**config.mk**
```make
export PLATFORM = sky130hd
export DESIGN_NAME = rect_scene_seq
export DESIGN_NICKNAME = d
export VERILOG_FILES = /design/src/rtl/pockel_pkg.sv /design/src/rtl/rect_table.sv /design/src/rtl/rect_scene_seq.sv
export SDC_FILE = /design/constraint.sdc
export NUM_CORES = 1
export LEC_CHECK = 0
export CAP_MARGIN = 40
export CORE_ASPECT_RATIO = 0.9
export CORE_MARGIN = 1.5
export CORE_UTILIZATION = 63
export DETAILED_ROUTE_END_ITERATION = 16
export PLACE_DENSITY = 0.94
export SYNTH_ARGS = -nofsm -noshare
export SYNTH_HDL_FRONTEND = slang
export SYNTH_SLANG_ARGS = --single-unit
```
**constraint.sdc**
```tcl
create_clock -name clk -period 37.6 [get_ports clk]
set_input_delay 3.76 -clock clk [delete_from_list [all_inputs] [get_ports clk]]
set_output_delay 3.76 -clock clk [all_outputs]
set_load 0.02 [all_outputs]
```
**src/rtl/pockel_pkg.sv**
```systemverilog
// Shared types and constants for the rectangle scene sequencer: FSM states,
// rectangle entry layout, panel defaults and the bounce step helper.
package pockel_pkg;

  typedef enum logic [2:0] {
    ST_DELAY,
    ST_INIT,
    ST_DRAW,
    ST_NEXT,
    ST_MOVE
  } state_t;

  typedef struct packed {
    logic [15:0] color;
    logic [15:0] xoff0;
    logic [15:0] xoff1;
    logic [15:0] yoff0;
    logic [15:0] yoff1;
  } rect_entry_t;

  typedef struct packed {
    logic        dir;
    logic [15:0] pos;
  } axis_t;

  localparam int          RECT_W       = 80;
  localparam int          DEF_SCREEN_W = 240;
  localparam int          DEF_SCREEN_H = 320;
  localparam logic [15:0] START_POS    = 16'd10;

  // dir=0 moves toward lim, dir=1 toward zero; the clamp and the reversal
  // happen together so the position never leaves [0, lim].
  function automatic axis_t axis_step(input axis_t cur, input logic [15:0] lim,
                                      input logic [15:0] step);
    axis_t nxt;
    nxt = cur;
    if (!cur.dir) begin
      if (({1'b0, cur.pos} + {1'b0, step}) >= {1'b0, lim}) begin
        nxt.pos = lim;
        nxt.dir = 1'b1;
      end else begin
        nxt.pos = cur.pos + step;
      end
    end else begin
      if (cur.pos <= step) begin
        nxt.pos = '0;
        nxt.dir = 1'b0;
      end else begin
        nxt.pos = cur.pos - step;
      end
    end
    return nxt;
  endfunction

endpackage

```
**src/rtl/rect_table.sv**
```systemverilog
// Rectangle table: NUM_RECTS entries of {valid, 80-bit entry}, one synchronous
// write port and one combinational read port.
module rect_table
  import pockel_pkg::*;
#(
  parameter int NUM_RECTS = 4,
  parameter int AW        = 2
) (
  input  logic              clk,
  input  logic              rst,
  input  logic              i_wr_en,
  input  logic [AW-1:0]     i_wr_idx,
  input  logic [RECT_W-1:0] i_wr_data,
  input  logic              i_wr_valid,
  input  logic [AW-1:0]     i_rd_idx,
  output logic [RECT_W-1:0] o_rd_data,
  output logic              o_rd_valid
);

  logic [RECT_W:0] r_mem [NUM_RECTS];

  always_ff @(posedge clk or posedge rst) begin
    if (rst) begin
      for (int i = 0; i < NUM_RECTS; i++) begin
        r_mem[i] <= '0;
      end
    end else if (i_wr_en && (32'(i_wr_idx) < NUM_RECTS)) begin
      r_mem[i_wr_idx] <= {i_wr_valid, i_wr_data};
    end
  end

  always_comb begin
    o_rd_data  = '0;
    o_rd_valid = 1'b0;
    if (32'(i_rd_idx) < NUM_RECTS) begin
      o_rd_valid = r_mem[i_rd_idx][RECT_W];
      o_rd_data  = r_mem[i_rd_idx][RECT_W-1:0];
    end
  end

endmodule

```
**src/rtl/rect_scene_seq.sv**
```systemverilog
// Rectangle scene sequencer: after a power-up delay and panel init, draws every
// enabled table entry per frame at a bouncing group origin.
//
// state | meaning
// DELAY | power-up wait of 2^DLY_W cycles
// INIT  | tft_init issued, waiting for panel tft_done
// NEXT  | scan for next enabled entry, or end the frame
// DRAW  | tft_draw held until tft_done
// MOVE  | advance group origin (held while pause)
module rect_scene_seq
  import pockel_pkg::*;
#(
  parameter int NUM_RECTS = 4,
  parameter int SCREEN_W  = DEF_SCREEN_W,
  parameter int SCREEN_H  = DEF_SCREEN_H,
  parameter int GROUP_W   = 90,
  parameter int GROUP_H   = 160,
  parameter int STEP      = 1,
  parameter int DLY_W     = 16,
  localparam int AW       = (NUM_RECTS > 1) ? $clog2(NUM_RECTS) : 1
) (
  input  logic          clk,
  input  logic          rst,
  input  logic          wr_en,
  input  logic [AW-1:0] wr_idx,
  input  logic [79:0]   wr_data,
  input  logic          wr_valid_bit,
  input  logic          pause,
  output logic          tft_init,
  output logic          tft_draw,
  input  logic          tft_done,
  input  logic          tft_busy,
  output logic [15:0]   color,
  output logic [15:0]   xstart,
  output logic [15:0]   xend,
  output logic [15:0]   ystart,
  output logic [15:0]   yend,
  output logic          frame_done,
  output logic [15:0]   xpos,
  output logic [15:0]   ypos
);

  localparam int          IW     = AW + 1;
  localparam logic [15:0] XMAX   = 16'(SCREEN_W - GROUP_W - 1);
  localparam logic [15:0] YMAX   = 16'(SCREEN_H - GROUP_H - 1);
  localparam logic [15:0] STEP_V = 16'(STEP);

  state_t            r_state;
  state_t            w_state_nxt;
  logic [DLY_W-1:0]  r_cnt;
  logic [DLY_W-1:0]  w_cnt_nxt;
  logic [IW-1:0]     r_idx;
  logic [IW-1:0]     w_idx_nxt;
  logic [15:0]       r_xpos;
  logic [15:0]       w_xpos_nxt;
  logic [15:0]       r_ypos;
  logic [15:0]       w_ypos_nxt;
  logic              r_xdir;
  logic              w_xdir_nxt;
  logic              r_ydir;
  logic              w_ydir_nxt;
  logic              r_tft_init;
  logic              w_tft_init_nxt;
  logic              r_tft_draw;
  logic              w_tft_draw_nxt;
  logic              r_frame_done;
  logic              w_frame_done_nxt;
  logic [15:0]       r_color;
  logic [15:0]       w_color_nxt;
  logic [15:0]       r_xstart;
  logic [15:0]       w_xstart_nxt;
  logic [15:0]       r_xend;
  logic [15:0]       w_xend_nxt;
  logic [15:0]       r_ystart;
  logic [15:0]       w_ystart_nxt;
  logic [15:0]       r_yend;
  logic [15:0]       w_yend_nxt;

  logic [RECT_W-1:0] w_rd_data;
  logic              w_rd_valid;
  rect_entry_t       w_entry;
  axis_t             w_xstep;
  axis_t             w_ystep;
  logic              w_last;
  logic              w_unused_busy;

  rect_table #(
    .NUM_RECTS (NUM_RECTS),
    .AW        (AW)
  ) u_table (
    .clk        (clk),
    .rst        (rst),
    .i_wr_en    (wr_en),
    .i_wr_idx   (wr_idx),
    .i_wr_data  (wr_data),
    .i_wr_valid (wr_valid_bit),
    .i_rd_idx   (r_idx[AW-1:0]),
    .o_rd_data  (w_rd_data),
    .o_rd_valid (w_rd_valid)
  );

  assign w_entry       = rect_entry_t'(w_rd_data);
  assign w_xstep       = axis_step({r_xdir, r_xpos}, XMAX, STEP_V);
  assign w_ystep       = axis_step({r_ydir, r_ypos}, YMAX, STEP_V);
  assign w_last        = (r_idx == IW'(NUM_RECTS));
  assign w_unused_busy = tft_busy;

  always_ff @(posedge clk or posedge rst) begin
    if (rst) begin
      r_state      <= ST_DELAY;
      r_cnt        <= '0;
      r_idx        <= '0;
      r_xpos       <= '0;
      r_ypos       <= '0;
      r_xdir       <= 1'b0;
      r_ydir       <= 1'b0;
      r_tft_init   <= 1'b0;
      r_tft_draw   <= 1'b0;
      r_frame_done <= 1'b0;
      r_color      <= '0;
      r_xstart     <= '0;
      r_xend       <= '0;
      r_ystart     <= '0;
      r_yend       <= '0;
    end else begin
      r_state      <= w_state_nxt;
      r_cnt        <= w_cnt_nxt;
      r_idx        <= w_idx_nxt;
      r_xpos       <= w_xpos_nxt;
      r_ypos       <= w_ypos_nxt;
      r_xdir       <= w_xdir_nxt;
      r_ydir       <= w_ydir_nxt;
      r_tft_init   <= w_tft_init_nxt;
      r_tft_draw   <= w_tft_draw_nxt;
      r_frame_done <= w_frame_done_nxt;
      r_color      <= w_color_nxt;
      r_xstart     <= w_xstart_nxt;
      r_xend       <= w_xend_nxt;
      r_ystart     <= w_ystart_nxt;
      r_yend       <= w_yend_nxt;
    end
  end

  always_comb begin
    w_state_nxt      = r_state;
    w_cnt_nxt        = r_cnt;
    w_idx_nxt        = r_idx;
    w_xpos_nxt       = r_xpos;
    w_ypos_nxt       = r_ypos;
    w_xdir_nxt       = r_xdir;
    w_ydir_nxt       = r_ydir;
    w_tft_init_nxt   = 1'b0;
    w_tft_draw_nxt   = 1'b0;
    w_frame_done_nxt = 1'b0;
    w_color_nxt      = r_color;
    w_xstart_nxt     = r_xstart;
    w_xend_nxt       = r_xend;
    w_ystart_nxt     = r_ystart;
    w_yend_nxt       = r_yend;
    case (r_state)
      ST_DELAY: begin
        // down-counter wraps from 0, so terminal count 1 marks 2^DLY_W cycles
        w_cnt_nxt = r_cnt - DLY_W'(1);
        if (r_cnt == DLY_W'(1)) begin
          w_tft_init_nxt = 1'b1;
          w_state_nxt    = ST_INIT;
        end
      end
      ST_INIT: begin
        if (tft_done) begin
          w_xpos_nxt  = START_POS;
          w_ypos_nxt  = START_POS;
          w_xdir_nxt  = 1'b0;
          w_ydir_nxt  = 1'b0;
          w_idx_nxt   = '0;
          w_state_nxt = ST_NEXT;
        end
      end
      ST_NEXT: begin
        if (w_last) begin
          w_frame_done_nxt = 1'b1;
          w_state_nxt      = ST_MOVE;
        end else if (w_rd_valid) begin
          w_color_nxt    = w_entry.color;
          w_xstart_nxt   = r_xpos + w_entry.xoff0;
          w_xend_nxt     = r_xpos + w_entry.xoff1;
          w_ystart_nxt   = r_ypos + w_entry.yoff0;
          w_yend_nxt     = r_ypos + w_entry.yoff1;
          w_tft_draw_nxt = 1'b1;
          w_state_nxt    = ST_DRAW;
        end else begin
          w_idx_nxt = r_idx + IW'(1);
        end
      end
      ST_DRAW: begin
        if (tft_done) begin
          w_idx_nxt   = r_idx + IW'(1);
          w_state_nxt = ST_NEXT;
        end else begin
          w_tft_draw_nxt = 1'b1;
        end
      end
      ST_MOVE: begin
        if (!pause) begin
          w_xpos_nxt  = w_xstep.pos;
          w_xdir_nxt  = w_xstep.dir;
          w_ypos_nxt  = w_ystep.pos;
          w_ydir_nxt  = w_ystep.dir;
          w_idx_nxt   = '0;
          w_state_nxt = ST_NEXT;
        end
      end
      default: begin
        w_state_nxt = ST_DELAY;
      end
    endcase
  end

  assign tft_init   = r_tft_init;
  assign tft_draw   = r_tft_draw;
  assign frame_done = r_frame_done;
  assign color      = r_color;
  assign xstart     = r_xstart;
  assign xend       = r_xend;
  assign ystart     = r_ystart;
  assign yend       = r_yend;
  assign xpos       = r_xpos;
  assign ypos       = r_ypos;

endmodule

```
==> out/results.txt <==
Status: finished, final reports clean
Die ar.: 38500 um2
Vias: 16469
Vias in the first global route: 17211
Worst Max-Slew Pin Slew: 1.06 ns
Die Height: 186 um
Cells after Synth: 1889
Setup Skew: 0.0395 ns
Initial core utilization: 64.5%
Gpl congestion: 0.889
Part of the power in combinational logic: 38.0%
Clk pwr share: 25.3%
Multi-input logic area: 11400 um2
Leakage power: 11.5 nW
Final max-slew violation count: 0
Post-Synthesis Cell Area: 23500 um2
Commonest non-fill, non-tap cell in the layout: dfrtp_1
Compound-gate portion of the synthesized area: 7.89%
Final Hold Viols: 0
Core ar.: 36400 um2
Worst Setup End Kind: async pin
Design area: 27500 um2
Fin Hold WS: 0.456 ns
Worst Slack Setup Final: 31.46 ns
Simple-gate share of the synthesized area: 8.65%
Wire per inst: 22.7 um
CTS tree: built
Hold-fix buffers, CTS: 0
Net Switching: 0.670 mW
Pre-Repair DR Iteration Count: 5
Total track usage: 30.7%
Max Freq: 163 MHz
PnR Total Power: 1.95 mW
Cell accounting for the most synthesized area: dfrtp_1
Post-Synth Adder-Cell Area: 4.18%
Seq/Total Area, Yosys: 49.3%
Main combinational cell family by area after synthesis: multiplexers
Xor and xnor fraction of the mapped netlist area: 2.98%
CP arrival: 6.66 ns
Clk slew on worst S/H paths: 0.06 ns
Avg Synthesized Cell Area: 12.4 um2
DR iter-0 viols: 1410
Clock root buffer: clkbuf_16
Tmin final: 6.14 ns
Clock latency on the worst-skew pair: 0.60 ns
Sequential cell area: 11600 um2
VDD IR max: 0.0481 mV
Sink Count: 463
Synth area leaders: dfrtp_1 49%, mux2_2 17%, mux4_2 7.8%, ha_1 3.8%, o21ai_0 2.6%
Nets: 2222
Buf/Inv on CP: 5
Largest register FFs: 324
Initial antenna violation count: 3
Post-synth EDFFs: 0
Peak fanout along the critical path: 187
Inserted Clock Buffers: 47
Die width: 207 um
Worst Path Class, Setup: in -> async
Pre-CTS setup slack: 30.76 ns
Number of fillers in the final layout: 2163
Seq cells post-synth: 463
Slew margin rel.: 29.2%
Port buffer count: 202
RSZ-0062 raised after global routing: no
Cell Int Power: 1.28 mW
Layout cell share with drive strength beyond 1: 26.6%
Post-Syn Nets: 2054
Power density cells: 70.8 nW/um2
Rows: 66
Final WL: 58.2 mm
CP required: 38.12 ns
DRT antenna net count: 0
Vias per inst: 6.41
Post-DP HPWL: 36.8 mm
CP top delay family: buffers and inverters
Number of post-CTS setup repair buffers: 0
Post-cts resize count: 0
Max incr delay on CP: 0.71 ns
H-tree levels: 2
Post-synthesis mux area share: 24.6%
First-pass GRT wire length: 91.5 mm
Crit-path cells: clkdlybuf4s50_1 > inv_8 > buf_16 > buf_4 > buf_12
MaxCap Viol Count: 0
Clock buffer depth: 3
Ys async rst share: 100%
DRC: 0
Tcrit/Tclk final: 16.3%
Critical-path top delay cell: buf_4
Setup-failing EPs final: 0
Ys Warns: 0
Post-DP Area: 25900 um2
Type of the tightest min-delay check: reg -> reg
Synth-to-layout area growth: 17.2%
Largest Register: u_table.r_mem
Post-synth top area share: 49.3%
Flop pwr share: 36.7%
Largest net degree at the start of global routing: 188
Ports: 204
Startpoint types: input port
Most frequent cells in the layout: 461 x dfrtp_1, 346 x mux2_2, 202 x clkdlybuf4s50_1
Global route overflow: 0
Sw Share: 34.4%
Final setup TNS: 0 ns
Cell variety after synth: 78
Ys flop type: dfrtp_1
==> kinds of logic (layout without fill, tap and decap cells) <==
group / Yosys count / after routing
AOI/OAI and AO/OA: 300 / 300
xor gates and xnor gates: 80 / 80
adders and majority gates: 76 / 76
buffers and inverters: 136 / 336
DFF: 463 / 463
muxes: 432 / 432
other: 0 / 3
and+or+nand+nor: 402 / 402
==> cell type report <==
type	count	area share [%]
tap	476	2.16
clock inverter	22	1.13
multi-input combinational	1290	41.3
timing repair buffer	222	8.07
clock buffer	59	4.77
inverter	33	0.477
sequential	463	42.1
antenna	3	0.0273
==> metal layers <==
metal | vias up | part of all wire (%) | GRT usage (%) | wire (um)
li1 | 7285 | - | - | -
met1 | 8392 | 40 | 39.7 | 23400
met2 | 645 | 49 | 51.1 | 28700
met3 | 147 | 7.4 | 6.45 | 4290
met4 | 0 | 3.1 | 12.5 | 1810
met5 | - | 0 | 0 | 0
==> metrics by stage <==
stage,std cells,util [%]
5_1_grt,2567,75.6
3_3_place_gp,2481,71.0
4_1_cts,2563,75.5
2_1_floorplan,1889,-
6_report,2568,75.6
3_5_place_dp,2482,71.0
==> power by group through the flow <==
| stage | clock, mW | combinational, mW | sequential, mW |
|---|---|---|---|
| after global placement | 0 | 0.691 | 0.708 |
| final | 0.494 | 0.740 | 0.715 |
| after floorplan | 0 | 0.474 | 0.731 |
| after CTS | 0.499 | 0.739 | 0.713 |
| after detailed placement | 0 | 0.725 | 0.719 |
| after global routing | 0.521 | 0.801 | 0.728 |
==> worst paths after layout <==
kind / slack, ns / cells past startpoint / from / to
worst max-delay path: 31.46 / 5 / rst / u_table.r_mem[27]
max in group clk: 31.72 / 1 / ypos[2] / ypos[2]
min in group asynchronous: 3.51 / 2 / rst / color[6]
worst min register to register: 0.46 / 1 / r_cnt[15] / r_cnt[15]
worst min-delay path: 0.46 / 1 / r_cnt[15] / r_cnt[15]
worst max register to register: 32.83 / 13 / r_idx[0] / ystart[14]
==> cell usage after synthesis (all sizes together), types with 6 or more instances <==
master	instances
o211ai	10
nor4	8
xor2	46
nor2	83
clkbuf	73
nand3b	6
o31ai	17
and3	8
mux2	346
nor3b	9
dfrtp	463
inv	33
o21ai	128
ha	72
or2	9
a31oi	11
a21oi	58
nand2b	14
nor3	55
o21a	7
xnor2	34
buf	30
o41ai	7
nand2	126
mux4	81
nand3	25
nor2b	13
or3	15
and2	8
o21bai	8
a211oi	9
a21o	10
(Power assumes the default switching activity.)
